### src/rtl/tx_frame_gen.sv
// Framed PN-symbol source (BPSK / QPSK / MIX) driving an AXI-Stream modulator input.
// Optional preamble at the start of every frame is enabled by defining TX_FRAME_GEN_PREAMBLE_EN.
module tx_frame_gen #(
    parameter int BYTES     = 1,
    parameter int FRAME_LEN = 64,
    parameter int HDR_LEN   = 8,
    parameter int PRE_LEN   = 16,
    parameter int CNT_W     = 16
) (
    input  logic                 clk,
    input  logic                 rst,
    input  logic [3:0]           MODE_CTRL,
    output logic [BYTES*8-1:0]   data_tdata,
    output logic                 data_tvalid,
    input  logic                 data_tready,
    output logic                 data_tlast,
    output logic                 data_tuser,
    output logic [CNT_W-1:0]     frame_cnt,
    output logic                 busy
);

`ifdef TX_FRAME_GEN_PREAMBLE_EN
    localparam bit PRE_EN = 1'b1;
`else
    localparam bit PRE_EN = 1'b0;
`endif

    localparam int PRE_N = PRE_EN ? PRE_LEN : 0;
    localparam int SW    = (FRAME_LEN > 2) ? $clog2(FRAME_LEN) : 1;

    localparam logic [SW-1:0] PRE_END  = SW'(PRE_N - 1);
    localparam logic [SW-1:0] HDR_END  = SW'(PRE_N + HDR_LEN - 1);
    localparam logic [SW-1:0] LAST_IDX = SW'(FRAME_LEN - 1);

    typedef enum logic [1:0] {
        S_IDLE,
        S_PRE,
        S_HDR,
        S_PAY
    } state_t;

    typedef enum logic [1:0] {
        M_BPSK,
        M_QPSK,
        M_MIX
    } mode_t;

    state_t            state, state_nxt;
    mode_t             cur_mode, cur_mode_nxt, req_mode;
    logic [SW-1:0]     sym_cnt, sym_cnt_nxt;
    logic [4:0]        pn5, pn5_nxt;
    logic [3:0]        pn4, pn4_nxt;
    logic [CNT_W-1:0]  frame_cnt_nxt;
    logic [1:0]        sym;
    logic              sym_bpsk;
    logic              qpsk_beat;
    logic              accept;

    // x^5+x^3+1 Fibonacci, shift left, output taken from the MSB
    function automatic logic [4:0] pn5_step(input logic [4:0] s);
        return {s[3:0], s[4] ^ s[2]};
    endfunction

    // x^4+x^3+1 Fibonacci, shift left, output taken from the MSB
    function automatic logic [3:0] pn4_step(input logic [3:0] s);
        return {s[2:0], s[3] ^ s[2]};
    endfunction

    function automatic logic mode_legal(input logic [3:0] m);
        return (m == 4'b0001) || (m == 4'b0010) || (m == 4'b0100);
    endfunction

    function automatic mode_t decode_mode(input logic [3:0] m);
        case (m)
            4'b0010: return M_QPSK;
            4'b0100: return M_MIX;
            default: return M_BPSK;
        endcase
    endfunction

    function automatic state_t body_state(input mode_t m);
        return (m == M_MIX && HDR_LEN > 0) ? S_HDR : S_PAY;
    endfunction

    function automatic state_t first_state(input mode_t m);
        return PRE_EN ? S_PRE : body_state(m);
    endfunction

    assign accept      = data_tvalid & data_tready;
    assign data_tvalid = (state != S_IDLE);
    assign busy        = (state != S_IDLE);
    assign data_tlast  = (state == S_PAY) && (sym_cnt == LAST_IDX);
    assign data_tuser  = sym_bpsk;
    assign data_tdata  = {{(BYTES*8-2){1'b0}}, sym};

    // Symbol mapping is a pure function of state, so a stalled beat stays put
    always_comb begin
        sym       = 2'b00;
        sym_bpsk  = 1'b0;
        qpsk_beat = 1'b0;
        case (state)
            S_PRE: begin
                sym      = {~sym_cnt[0], 1'b0};
                sym_bpsk = 1'b1;
            end
            S_HDR: begin
                sym      = {pn5[4], 1'b0};
                sym_bpsk = 1'b1;
            end
            S_PAY: begin
                if (cur_mode == M_BPSK) begin
                    sym      = {pn5[4], 1'b0};
                    sym_bpsk = 1'b1;
                end else begin
                    sym       = {pn5[4], pn4[3]};
                    qpsk_beat = 1'b1;
                end
            end
            default: ;
        endcase
    end

    always_comb begin
        state_nxt     = state;
        cur_mode_nxt  = cur_mode;
        sym_cnt_nxt   = sym_cnt;
        pn5_nxt       = pn5;
        pn4_nxt       = pn4;
        frame_cnt_nxt = frame_cnt;
        req_mode      = decode_mode(MODE_CTRL);

        if (state == S_IDLE) begin
            if (mode_legal(MODE_CTRL)) begin
                cur_mode_nxt = req_mode;
                state_nxt    = first_state(req_mode);
                sym_cnt_nxt  = '0;
            end
        end else if (accept) begin
            sym_cnt_nxt = sym_cnt + 1'b1;
            // Preamble beats carry a fixed pattern and leave both generators untouched
            if (state != S_PRE) begin
                pn5_nxt = pn5_step(pn5);
            end
            if (qpsk_beat) begin
                pn4_nxt = pn4_step(pn4);
            end
            case (state)
                S_PRE: begin
                    if (sym_cnt == PRE_END) begin
                        state_nxt = body_state(cur_mode);
                    end
                end
                S_HDR: begin
                    if (sym_cnt == HDR_END) begin
                        state_nxt = S_PAY;
                    end
                end
                S_PAY: begin
                    if (sym_cnt == LAST_IDX) begin
                        frame_cnt_nxt = frame_cnt + 1'b1;
                        sym_cnt_nxt   = '0;
                        if (mode_legal(MODE_CTRL)) begin
                            cur_mode_nxt = req_mode;
                            state_nxt    = first_state(req_mode);
                        end else begin
                            state_nxt = S_IDLE;
                        end
                    end
                end
                default: ;
            endcase
        end
    end

    always_ff @(posedge clk) begin
        if (rst) begin
            state     <= S_IDLE;
            cur_mode  <= M_BPSK;
            sym_cnt   <= '0;
            pn5       <= 5'b00001;
            pn4       <= 4'b0001;
            frame_cnt <= '0;
        end else begin
            state     <= state_nxt;
            cur_mode  <= cur_mode_nxt;
            sym_cnt   <= sym_cnt_nxt;
            pn5       <= pn5_nxt;
            pn4       <= pn4_nxt;
            frame_cnt <= frame_cnt_nxt;
        end
    end

endmodule
### config.mk
export PLATFORM = sky130hd
export DESIGN_NAME = tx_frame_gen
export DESIGN_NICKNAME = d
export VERILOG_FILES = /design/src/rtl/tx_frame_gen.sv
export SDC_FILE = /design/constraint.sdc
export NUM_CORES = 1
export LEC_CHECK = 0
export BUFFER_PORTS_ARGS = -buffer_cell sky130_fd_sc_hd__buf_2
export CORE_MARGIN = 2
export CORE_UTILIZATION = 55
export CTS_CLUSTER_SIZE = 14
export DETAILED_ROUTE_END_ITERATION = 10
export GPL_TIMING_DRIVEN = 0
export PLACE_DENSITY = 0.79
export SLEW_MARGIN = 20
export SYNTH_ARGS = -nofsm -noshare
export SYNTH_HDL_FRONTEND = slang
export SYNTH_SLANG_ARGS = --single-unit
### constraint.sdc
create_clock -name clk -period 2.35 [get_ports clk]
set_clock_uncertainty 0.1 [all_clocks]
set_input_delay 0.3525 -clock clk [delete_from_list [all_inputs] [get_ports clk]]
set_output_delay 0.3525 -clock clk [all_outputs]
set_load 0.02 [all_outputs]
After elaboration in Yosys (flattened, before gate mapping)
Index checks and enable logic that the tools add are counted.
- $add $sub $neg: 2
- eq/ne operators: 15
- muxes and demuxes: 27
- bitwise gates (word level): 5
- reduce and logical (&&, ||, !) cells: 17
- operators with widths (operator ; count):
    $mux W6 ; 5
    $mux W2 ; 12
    $add A16 B1 Y16 const B ; 1
    $pmux W2 S3 ; 2
    $reduce_and A3 Y1 ; 3
    $eq A2 B2 Y1 const B ; 4
    $reduce_bool A2 Y1 ; 4
    $add A6 B1 Y6 const B ; 1
    $eq A6 B3 Y1 const B ; 1
    $eq A6 B6 Y1 const B ; 1
    $mux W1 ; 6
    $ne A3 B3 Y1 const B ; 2
    $reduce_and A6 Y1 ; 1
    $eq A4 B1 Y1 const B ; 1
    $eq A4 B2 Y1 const B ; 1
    $eq A4 B3 Y1 const B ; 1
    $logic_not A2 Y1 ; 2
    $ne A2 B1 Y1 const B ; 2
    $pmux W2 S2 ; 1
    $reduce_and A4 Y1 ; 1
    $reduce_bool A4 Y1 ; 1
    $ne A3 B1 Y1 const B ; 1
    $eq A2 B1 Y1 const B ; 1
    $logic_or A1 B1 Y1 ; 2
    other kinds (7) ; 9
- register bits after elaboration: 35
- input bits: 7
- output and inout bits: 28
- word-level logic and storage cells: 72

Depth between registers and ports, before layout
- depth in word-level cells: 9
- mapped depth: 8
- mapped depth without buffers: 7

Worst setup path before layout
Ideal clock, no wire load.
- path kind: reg-to-reg
- start point: register state[0]
- end point: register state[0]
- data arrival time: 1763 ps
- data required time: 2159 ps
- slack: 396 ps
- stages on the path, launching flop included: 9
- buffers on the path: 1
- clock period less this slack: 1954 ps
- cells stage by stage: dfxtp_1 inv_1 ha_1 buf_2 inv_1 a31oi_1 a221oi_4 nor2_1 a311oi_1
- word-level cells in the longest chain between the ends: 4
- elaborated cells on any way between the ends: 16
- ends and longest elaborated chain (item ; line ; text):
    start, declared ; 48 ; state_t state, state_nxt;
    start signal, assigned ; 184 ; state <= state_nxt;
    $reduce_bool A2 Y1 ; n/a ;
    via busy ; 19 ; output logic busy
    $and A1 B1 Y1 ; 89 ; assign accept = data_tvalid & data_tready;
    $reduce_bool A2 Y1 (no source line) ; n/a ;
    $reduce_and A6 Y1 (no source line) ; n/a ;
The timed path passes the listed nets, and every way through them passes these cells. The select of a mux whose other input is x is not followed.
A chain may end at the register's enable or synchronous reset.

Worst setup path after layout
- start point: register state[0]
- end point: register frame_cnt[10]
- word-level cells in the longest chain between the ends: 3
- elaborated cells on any way between the ends: 6
- ends and longest elaborated chain (item ; line ; text):
    $reduce_bool A2 Y1 / $logic_not A2 Y1 (equally long branches) ; 90, 132 ;
    $and A1 B1 Y1 / $not A1 Y1 (equally long branches) ; n/a ;
    $reduce_and A4 Y1 (no source line) * ; n/a ;
    end signal, assigned ; 189 ; frame_cnt <= frame_cnt_nxt;
    end, declared ; 18 ; output logic [CNT_W-1:0] frame_cnt,
Every way passes the cells marked *; elsewhere a longest branch is shown, timed or not.

==> results.toml <==
[clock_tree]
cts-buffers-inserted = 5
cts.repair.resized = 0
cts.sink_count = 35
hold_buffers = 0
clk_pin_slew_ns = 0.11
clk_latency_ns = 0.35
postCtsSetupBuffers = 0
cts_max_path_buffers = 2
cts-htree-levels = 2
cts_root_buffer = "clkbuf_4"
cts_tree = "yes"

[global_route]
grt_pass1_vias = 1453
track_usage = 0.2155
antenna_found_initial = 0
grt_max_degree = 13
grt-ovfl-total = 0
grt_pass1_wl_mm = 6.644

[worst_setup_path]
cp_slowest_stage_delay_ns = 0.42
crit_required_ns = 2.48
r2r_cells = 8
crit_type = "flop to flop"
end_kind = "flop"
worstPathCellList = "inv_1 > ha_1 > buf_2 > and3b_1 > nand3_2 > nor4_1 > xnor2_1 > nor2_1"
cp-start-kind = "flop"
crit_slowest_cell = "dfxtp_1"
crit_fanout = 10
critical_path_arrival_ns = 2.35

[yosys]
ys_top_cells_by_area = "dfxtp_1 37%, xnor2_1 6.9%, nor2_1 5.9%"
async_reset_ff_frac = 0
yosys.area_share.simple = 0.2546
avgSynthCellArea_um2 = 8.453
yosysMostFrequentCell = "dfxtp_1"
synth_mux_area_frac = 0.02632
synth_cell_types = 45
synth_area_um2 = 1902
synth_top_area_share = 0.3684
yosys.area_share.adder = 0.04605
synthTopCellsByCount = "35 x dfxtp_1, 30 x nor2_1, 18 x nand2_1, 17 x a21oi_1, 15 x xnor2_1"
ys_warn_count = 0
synth_compound_area_frac = 0.1546
synth_top_family_by_area = "simple AND/OR/NAND/NOR gates"
synthFlopType = "dfxtp_1"
synth.yosys.seq_area_share = 0.3684
yosysTopAreaCell = "dfxtp_1"
synthCells = 225
ys_ff_latch = 35
synth_edf_count = 0
yosys.area_share.xor_xnor = 0.07829

[sta]
fin_crit_sh = 0.9408
period_minus_slack_ns = 2.211
final_hold_viol_count = 0
setup_violations = 0
drv_slew = 0
rsz0062_at_grt = "true"
timing.fmax_mhz = 452.3

[die]
core_um2 = 3337
die_w_um = 62.81
start_util = 0.5699
io_pins = 35
row_count = 21
die_area_um2 = 3944
die_y_um = 62.81

[routing]
wl_per_cell_um = 12.60
drt_iter0_drc = 68
vias_per_cell = 5.286
dr.pass1.iters = 4
drc_errors = 0
totalWireLength_mm = 3.919
vias = 1644
antenna_left = 0

[placed_design]
place_hpwl_mm = 2.919
gp_congestion = 0.8431
port_buffers = 27
dpl_cell_area_um2 = 2113
dp.cells = 303

[run_status]
status = "completed"

[final_layout]
nets = 278
final_area_um2 = 2195
drive_above_1_share = 0.2075
syn2layout_area_growth_pct = 15.39
antenna_cells = 0
final_cells = 311

[pwr]
ir_drop_uv = 463.2
total_leakage_power_nw = 0.8703
cellPowerDensity_nw_per_um2 = 773.7

[flow_run]
drv_cap = 0

[worst_hold_path]
hp-class = "input port to flop"
hold_depth = 2
## through the flow
step / total power [mW] / hold slack, ns / setup TNS (ns) / setup slack, ns / util
2_1_floorplan: 1.130 / 0.3285 / 0 / 0.3959 / -
3_3_place_gp: 1.252 / 0.3414 / 0 / 0.1778 / 0.6333
3_5_place_dp: 1.262 / 0.3632 / 0 / 0.1686 / 0.6333
4_1_cts: 1.713 / 0.1724 / 0 / 0.1335 / 0.6577
5_1_grt: 1.803 / 0.1825 / -0.08889 / -0.03903 / 0.6577
6_report: 1.698 / 0.1709 / 0 / 0.1391 / 0.6577
## routing by layer
metal / track usage / part of all wire / vias up / wire length [um]
li1: - / - / 855 / -
met3: 0.05766 / 0.055 / 7 / 217
met4: 0.05833 / 0.012 / 0 / 46
met1: 0.2596 / 0.46 / 745 / 1789
met2: 0.3777 / 0.48 / 37 / 1865
met5: 0 / 0 / - / 0
## sequential cells by signal, indices dropped and copies added, names as in the netlist
signal,count
sym_cnt,6
frame_cnt,16
state,2
cur_mode,2
pn5,5
pn4,4
## final cells by class
class / count / area, um^2
Buffer: 16 / 95.09
Clock buffer: 5 / 37.54
Clock inverter: 3 / 43.79
Fill cell: 297 / 1142
Inverter: 10 / 37.54
Multi-Input combinational cell: 169 / 1087
Sequential cell: 35 / 700.7
Tap cell: 46 / 57.56
Timing Repair Buffer: 27 / 135.1
## worst max-delay path: cells and delay by family (launching register included)
kind	cells	cell delay, ns
buffers and inverters	2	0.27
AND/OR/NAND/NOR	4	0.94
XOR/XNOR	1	0.17
adder cells (fa/ha/maj)	1	0.19
flip-flops	1	0.42
## cell usage in the layout, fill, tap and decap left out, types with 5 or more instances in the layout
cell type,n
conb_1,6
nand2_1,18
nand3_1,5
clkbuf_4,5
ha_1,7
inv_1,10
mux2i_1,5
buf_2,30
buf_4,8
dfxtp_1,35
a21oi_1,17
nor4_1,5
nor3_1,8
nor2_1,30
xnor2_1,15
o21ai_0,9
## kinds of logic (layout without fill, tap and decap cells)
| group | Yosys count | in the layout |
|---|---|---|
| multiplexers | 5 | 5 |
| AO/OA/AOI/OAI | 42 | 42 |
| flip-flops | 35 | 35 |
| adder cells (fa/ha/maj) | 7 | 7 |
| AND/OR/NAND/NOR | 92 | 92 |
| other | 1 | 6 |
| XOR/XNOR | 17 | 17 |
| buffers and inverters | 26 | 61 |
## report_power, final
| part | internal [mW] | switching [mW] | leakage [nW] |
|---|---|---|---|
| clock network | 0.224 | 0.225 | 0.0452 |
| logic | 0.226 | 0.365 | 0.542 |
| registers | 0.628 | 0.0312 | 0.283 |
## final timing paths
check                           startpoint       endpoint  slack [ns]
worst max-delay path              state[0]  frame_cnt[10]        0.14
worst min register to register      pn5[0]         pn5[1]        0.37
worst max register to register    state[0]  frame_cnt[10]        0.14
worst min-delay path                   rst       state[0]        0.17
No activity file was read; power rests on OpenSTA's default activity.
